<file path="src/rtl/debouncer_2_pkg.sv">
// Shared types for the debouncer_2 slice: the per-cycle decision taken by the
// stability counter, kept as a named enum so it is easy to probe in simulation.
package debouncer_2_pkg;

    typedef enum logic [1:0] {
        CNT_CLEAR  = 2'd0,  // synchronized level matches the output
        CNT_INC    = 2'd1,  // mismatch, window not yet complete
        CNT_ACCEPT = 2'd2   // mismatch held for the full window
    } cnt_act_e;

endpackage : debouncer_2_pkg

</file>
<file path="src/rtl/sync_2ff.sv">
// Two-flop synchronizer bringing an asynchronous level into the clk domain.
// Both stages reset to RST_VAL so the idle pin level is seen during reset.
module sync_2ff #(
    parameter bit RST_VAL = 1'b1
) (
    input  logic clk,
    input  logic rstn,
    input  logic d,
    output logic q
);

    logic s1;
    logic s2;

    always_ff @(posedge clk) begin
        if (!rstn) begin
            s1 <= RST_VAL;
            s2 <= RST_VAL;
        end else begin
            s1 <= d;
            s2 <= s1;
        end
    end

    assign q = s2;

endmodule : sync_2ff

</file>
<file path="src/rtl/debouncer_2.sv">
// Switch debouncer: the output follows the synchronized input only after it has
// disagreed with the output for 2**N_THRESH consecutive clock edges.
module debouncer_2
    import debouncer_2_pkg::*;
#(
    parameter int N_THRESH  = 4,
    parameter bit IS_PULLUP = 1'b1
) (
    input  logic clk,
    input  logic rstn,
    input  logic i_sig,
    output logic o_sig_debounced
);

    logic                s2;
    logic [N_THRESH-1:0] cnt;
    logic [N_THRESH-1:0] cnt_nxt;
    logic                out_nxt;
    cnt_act_e            act;

    sync_2ff #(
        .RST_VAL (IS_PULLUP)
    ) u_sync (
        .clk  (clk),
        .rstn (rstn),
        .d    (i_sig),
        .q    (s2)
    );

    // Any cycle where s2 agrees with the output restarts the window.
    always_comb begin
        act = CNT_CLEAR;
        if (s2 != o_sig_debounced) begin
            if (cnt == {N_THRESH{1'b1}}) begin
                act = CNT_ACCEPT;
            end else begin
                act = CNT_INC;
            end
        end
    end

    always_comb begin
        cnt_nxt = '0;
        out_nxt = o_sig_debounced;
        case (act)
            CNT_INC: begin
                cnt_nxt = cnt + 1'b1;
            end
            CNT_ACCEPT: begin
                out_nxt = s2;
            end
            default: begin
                cnt_nxt = '0;
            end
        endcase
    end

    always_ff @(posedge clk) begin
        if (!rstn) begin
            cnt             <= '0;
            o_sig_debounced <= IS_PULLUP;
        end else begin
            cnt             <= cnt_nxt;
            o_sig_debounced <= out_nxt;
        end
    end

endmodule : debouncer_2

</file>
<file path="config.mk">
export PLATFORM = sky130hd
export DESIGN_NAME = debouncer_2
export DESIGN_NICKNAME = d
export VERILOG_FILES = /design/src/rtl/debouncer_2_pkg.sv /design/src/rtl/sync_2ff.sv /design/src/rtl/debouncer_2.sv
export SDC_FILE = /design/constraint.sdc
export NUM_CORES = 1
export LEC_CHECK = 0
export CAP_MARGIN = 20
export CORE_AREA = 2 2 39 41
export CTS_CLUSTER_SIZE = 14
export DETAILED_ROUTE_END_ITERATION = 10
export DIE_AREA = 0 0 41 43
export PLACE_DENSITY_LB_ADDON = 0.1
export SETUP_SLACK_MARGIN = 0.02
export SLEW_MARGIN = 25
export SYNTH_ARGS = -nofsm -noshare
export SYNTH_HDL_FRONTEND = slang
export SYNTH_SLANG_ARGS = --single-unit
</file>
<file path="constraint.sdc">
create_clock -name clk -period 2.58 [get_ports clk]
set_input_delay 0.258 -clock clk [delete_from_list [all_inputs] [get_ports clk]]
set_output_delay 0.258 -clock clk [all_outputs]
set_load 0.01 [all_outputs]
</file>
Yosys cells after proc, flatten, opt, wreduce, memory -nomap -nowiden
Cells that the tools add are included.
{"block": "op_classes", "add_sub_neg": 1, "multipliers": 0, "n_div": 0, "order_cmp": 0, "eq_ne": 4, "shift": 0, "n_mux": 2, "bitwise": 0, "reduce_logical": 1}
{"op": "$add 4x1->4 const B", "count": 1}
{"op": "$eq 4x4->1 const B", "count": 1}
{"op": "$mux 2", "count": 2}
{"op": "$eq 2x1->1 const B", "count": 1}
{"op": "$eq 2x2->1 const B", "count": 1}
{"op": "$reduce_and 2->1", "count": 1}
{"op": "$ne 1x1->1", "count": 1}
{"block": "totals", "reg_bits": 7, "latchBits": 0, "ram_bits": 0, "mem_bits_ro": 0, "in_bits": 3, "output_inout_bits": 1, "word_cells": 12, "n_memories": 0}

Logic depth before layout (Yosys ltp)
{"block": "logic_depth", "word_depth": 5, "depth_mapped": 4}

Modules after synthesis
A second synthesis with hierarchy kept.
{"block": "unflattened", "hier_cells": 23, "area_unflattened_um2": 242.7}
{"module": "debouncer_2", "n_inst": 1, "cells_each": 19, "area_each_um2": 190.2, "seq_area_each_um2": 100.1}
{"module": "sync_2ff", "n_inst": 1, "cells_each": 4, "area_each_um2": 52.6, "seq_area_each_um2": 40.0}

Worst setup path before layout
No wires, ideal clock.
{"block": "synth_path", "path_kind": "reg2reg", "start": "reg cnt[0]", "end": "reg o_sig_debounced", "setup_ns": 0.115, "t_arrival_ns": 0.851, "required_time_ns": 2.465, "slack_ns": 1.614, "path_stages_with_launch": 5, "path_buffers": 0, "synth_period_minus_slack_ns": 0.966, "cell_sequence": "dfxtp_1 > ha_1 > nand3_1 > mux2i_1 > nand2_1"}
{"block": "synth_via", "elab_chain_cells": 4}
{"element": "start, declared", "line_no": "debouncer_2.sv:16", "rtl": "logic [N_THRESH-1:0] cnt;"}
{"element": "start signal, assigned", "line_no": "debouncer_2.sv:63", "rtl": "cnt <= cnt_nxt;"}
{"element": "$eq 4x4->1", "line_no": "debouncer_2.sv:34", "rtl": "if (cnt == {N_THRESH{1'b1}}) begin"}
{"element": "$mux 2", "line_no": "debouncer_2.sv:34"}
{"element": "$mux 2", "line_no": "debouncer_2.sv:33", "rtl": "if (s2 != o_sig_debounced) begin"}
{"element": "$eq 2x2->1", "line_no": "debouncer_2.sv:45", "rtl": "case (act)"}
{"element": "end signal, assigned", "line_no": "debouncer_2.sv:64", "rtl": "o_sig_debounced <= out_nxt;"}
{"element": "end, declared", "line_no": "debouncer_2.sv:12", "rtl": "output logic o_sig_debounced"}
Every way passes these cells.
A chain may end at the register's enable or synchronous reset.

Worst setup path in the final report
{"block": "layout_path", "start": "reg o_sig_debounced", "end": "out o_sig_debounced"}
No word-level cell between the ends.

==> run_results.csv <==
group,metric,value,unit
clocking,path_clk_slew,0.05,ns
setup_path,path_delay_family,"buffers and inverters",
placed_design,place_congestion,0.585,
die,core,0.00138,mm2
setup_path,regToRegStartpoint,"cnt[0]",
sta,max_slew.worst_pin.slew,0.162,ns
synth,synth_compound_gate_area_share,0,%
setup_path,worst-endpoint-required,2.32,ns
clocking,cts.htree.levels,1,
grt,globalRouteOverflowTotal,0,
setup_path,worst-endpoint-arrival,1.15,ns
clocking,cts.sinks,7,
power_and_ir_drop,power_density,672,mW/mm2
final_layout,final_layout_size_suffix_gt1_share,13.3,%
power_and_ir_drop,share_clk_of_total_power,45.2,%
synth,yosysSeqAreaShare,57.7,%
final_layout,layoutNonFillerInstCount,46,
sta,maxSlewHeadroom,89.2,%
grt,grt_first_pass_wirelength,662,um
drt,routed_wire_length_per_instance,7.57,um
sta,rsz0062_at_grt,"false",
power_and_ir_drop,internal_power,0.173,mW
sta,setup-violations-final,0,
final_layout,final_util,23.1,%
sta,max_freq,711,MHz
placed_design,portBuffers,3,
synth,ys_top_cells_by_area,"sky130_fd_sc_hd__dfxtp_1 (58%), sky130_fd_sc_hd__xor2_1 (11%), sky130_fd_sc_hd__nand3_1 (6.2%), sky130_fd_sc_hd__ha_1 (5.2%), sky130_fd_sc_hd__nand2b_1 (5.2%)",
grt,grt_start_max_net_pins,6,
power_and_ir_drop,vdd.ir_drop.worst,0.196,mV
clocking,tritoncts.num_buffers,3,
synth,number_of_synthesized_flops_with_an_enable_pin,0,
synth,post_synthesis_instance_total,23,
final_layout,nNetsFinal,35,
setup_path,worstSetupPathType,"flop to output pin",
power_and_ir_drop,leakage,0.137,nW
clocking,postCtsSetupRepairBufs,0,
setup_path,crit_path_cell_trace,"clkdlybuf4s50_1",
clocking,cts_repair_resize_count,0,
die,dieWidth,41,um
drt,vias_per_cell,3.57,
synth,synth_fa_ha_area_share,5.15,%
synth,dominantRegCellSynth,"sky130_fd_sc_hd__dfxtp_1",
final_layout,fillers,155,
synth,syn_area_per_cell,10.6,um2
grt,track_usage,6.05,%
synth,synth_mux_area_share,4.12,%
synth,netlist_top_cells_count,"sky130_fd_sc_hd__dfxtp_1 (7), sky130_fd_sc_hd__nand3_1 (3), sky130_fd_sc_hd__nor2_1 (3), sky130_fd_sc_hd__xor2_1 (3), sky130_fd_sc_hd__nand2b_1 (2)",
setup_path,worst-path-buf-inv,1,
placed_design,placed_cells_incl_taps,42,
sta,period_minus_slack,1.41,ns
setup_path,critical_path.max_stage_delay,0.55,ns
synth,dominant_combinational_cell_family_by_area_after_synthesis,"simple AND/OR/NAND/NOR gates",
die,starting_density_of_the_core,17.5,%
drt,via_count,164,
synth,synth_simple_gate_area_share,20.6,%
min_path,hold_endpoint,"u_sync.q",
synth,post-synth-top-count-cell,"sky130_fd_sc_hd__dfxtp_1",
power_and_ir_drop,power.sequential.fraction,51.9,%
power_and_ir_drop,combPwrFrac,2.9,%
clocking,ctsHoldBuffers,0,
synth,synth.ff_latch_count,7,
sta,final.setup_skew,0.00610,ns
drt,detail_route.drc_violations,0,
min_path,hold_path_depth,1,
setup_path,r2r_end,"o_sig_debounced",
synth,synthesis.area,243,um2
job,maxCapViolCount,0,
final_layout,diodes,0,
run_status,status,"finished clean",
grt,first_global_vias,175,
drt,detailedRoute.firstPassIterationCount,1,
die,ios,4,
synth,synthDominantAreaCellType,"sky130_fd_sc_hd__dfxtp_1",
die,row_count,14,
sta,setup-tns-final,0,ns
grt,grt_antenna_before_repair,0,
power_and_ir_drop,fin_total_pwr,0.214,mW
sta,final_hold_viol_count,0,
setup_path,regToRegSetupSlack,1.53,ns
drt,antenna_violating_nets_post_route,0,
power_and_ir_drop,power.net_switching,0.0412,mW
drt,wl,348,um
setup_path,critical_path_peak_fanout,3,
synth,yosys.area.top_type_share,57.7,%
clocking,clk_tree_root_cell,"sky130_fd_sc_hd__clkbuf_4",
sta,slew_violations,0,
setup_path,crit_path_top_delay_cell,"sky130_fd_sc_hd__clkdlybuf4s50_1",
setup_path,critical_path.startpoint_type,"flop",
clocking,tritoncts,"built",
synth,ys_warn_count,0,
die,die_h,43,um
sta,period_share,54.5,%
clocking,clkLatencyLatePin,0.25,ns
final_layout,p_r_area_growth_vs_syn,31.4,%
synth,synth_xor_xnor_area_share,10.8,%
clocking,clock_tree.buffer_depth,2,
power_and_ir_drop,switching_share,19.2,%
setup_path,r2r.worst_path.cells,4,
synth,synth_cell_types,10,
min_path,holdCritStartpoint,"u_sync.s1",
synth,synthesis.nets,27,
min_path,hp-class,"flop to flop",
setup_path,worstSetupEndpointType,"output pin",
die,die-area,0.00176,mm2
synth,synthArstFlopShare,0,%
drt,drt_iter0_drc,0,
## layer usage
| layer | up-vias | share of wire (%) | GRT usage [%] |
|---|---|---|---|
| li1 | 87 | - | - |
| met3 | 0 | 4.0 | 1.57 |
| met4 | 0 | 0 | 8.00 |
| met2 | 3 | 46 | 6.56 |
| met1 | 74 | 49 | 7.82 |
| met5 | - | 0 | 0 |
## metrics by stage
| step | instance area [um2] | hold slack (ns) | worst slack [ns] |
|---|---|---|---|
| 6_report | 319 | 0.413 | 1.17 |
| 5_1_grt | 319 | 0.466 | 1.11 |
| 4_1_cts | 319 | 0.421 | 1.15 |
| 3_5_place_dp | 293 | 0.403 | 1.43 |
| 3_3_place_gp | 293 | 0.399 | 1.44 |
| 2_1_floorplan | 243 | 0.320 | 1.61 |
## how the worst max path moves through the flow
stage,slack (ns),depth (start not counted),endpoint,start
6_report,1.17,1,o_sig_debounced,o_sig_debounced
5_1_grt,1.11,1,o_sig_debounced,o_sig_debounced
4_1_cts,1.15,1,o_sig_debounced,o_sig_debounced
3_5_place_dp,1.43,1,o_sig_debounced,o_sig_debounced
3_3_place_gp,1.44,1,o_sig_debounced,o_sig_debounced
2_1_floorplan,1.61,4,o_sig_debounced,cnt[0]
## cell usage in the layout, fill, tap and decap left out
cell type                         Yosys  routed
sky130_fd_sc_hd__nand2b_1             2       2
sky130_fd_sc_hd__xor2_1               3       3
sky130_fd_sc_hd__nand2_1              1       1
sky130_fd_sc_hd__and3_2               1       1
sky130_fd_sc_hd__clkbuf_1             0       1
sky130_fd_sc_hd__nand3_1              3       3
sky130_fd_sc_hd__dfxtp_1              7       7
sky130_fd_sc_hd__clkdlybuf4s50_1      0       3
sky130_fd_sc_hd__nor2_1               3       3
sky130_fd_sc_hd__ha_1                 1       1
sky130_fd_sc_hd__mux2i_1              1       1
sky130_fd_sc_hd__inv_1                1       1
sky130_fd_sc_hd__clkbuf_4             0       3
## power by group through the flow
stage	Sequential, mW	Combinational (mW)	Clock [mW]
3_5_place_dp	0.113	0.00635	0
2_1_floorplan	0.113	0.00228	0
5_1_grt	0.111	0.00702	0.109
3_3_place_gp	0.113	0.00631	0
4_1_cts	0.111	0.00638	0.103
6_report	0.111	0.00627	0.0969
## registers in the layout (all words and copies together), names as in the netlist
name / cells
o_sig_debounced: 1
u_sync.s1: 1
cnt: 4
u_sync.q: 1
## kinds of logic (layout without fill, tap and decap cells)
family / Yosys count / after routing
buffers and inverters: 1 / 8
DFF: 7 / 7
and+or+nand+nor: 10 / 10
adders and majority gates: 1 / 1
muxes: 1 / 1
xor gates and xnor gates: 3 / 3
## layout make-up
| type | instances | area, um2 | area share, % |
|---|---|---|---|
| Tap cell | 16 | 20.0 | 6.27 |
| Multi-Input combinational cell | 15 | 98.8 | 31.0 |
| Inverter | 1 | 3.75 | 1.18 |
| Sequential cell | 7 | 140 | 43.9 |
| Timing Repair Buffer | 3 | 30.0 | 9.41 |
| Clock buffer | 4 | 26.3 | 8.24 |
(Power assumes the default switching activity.)
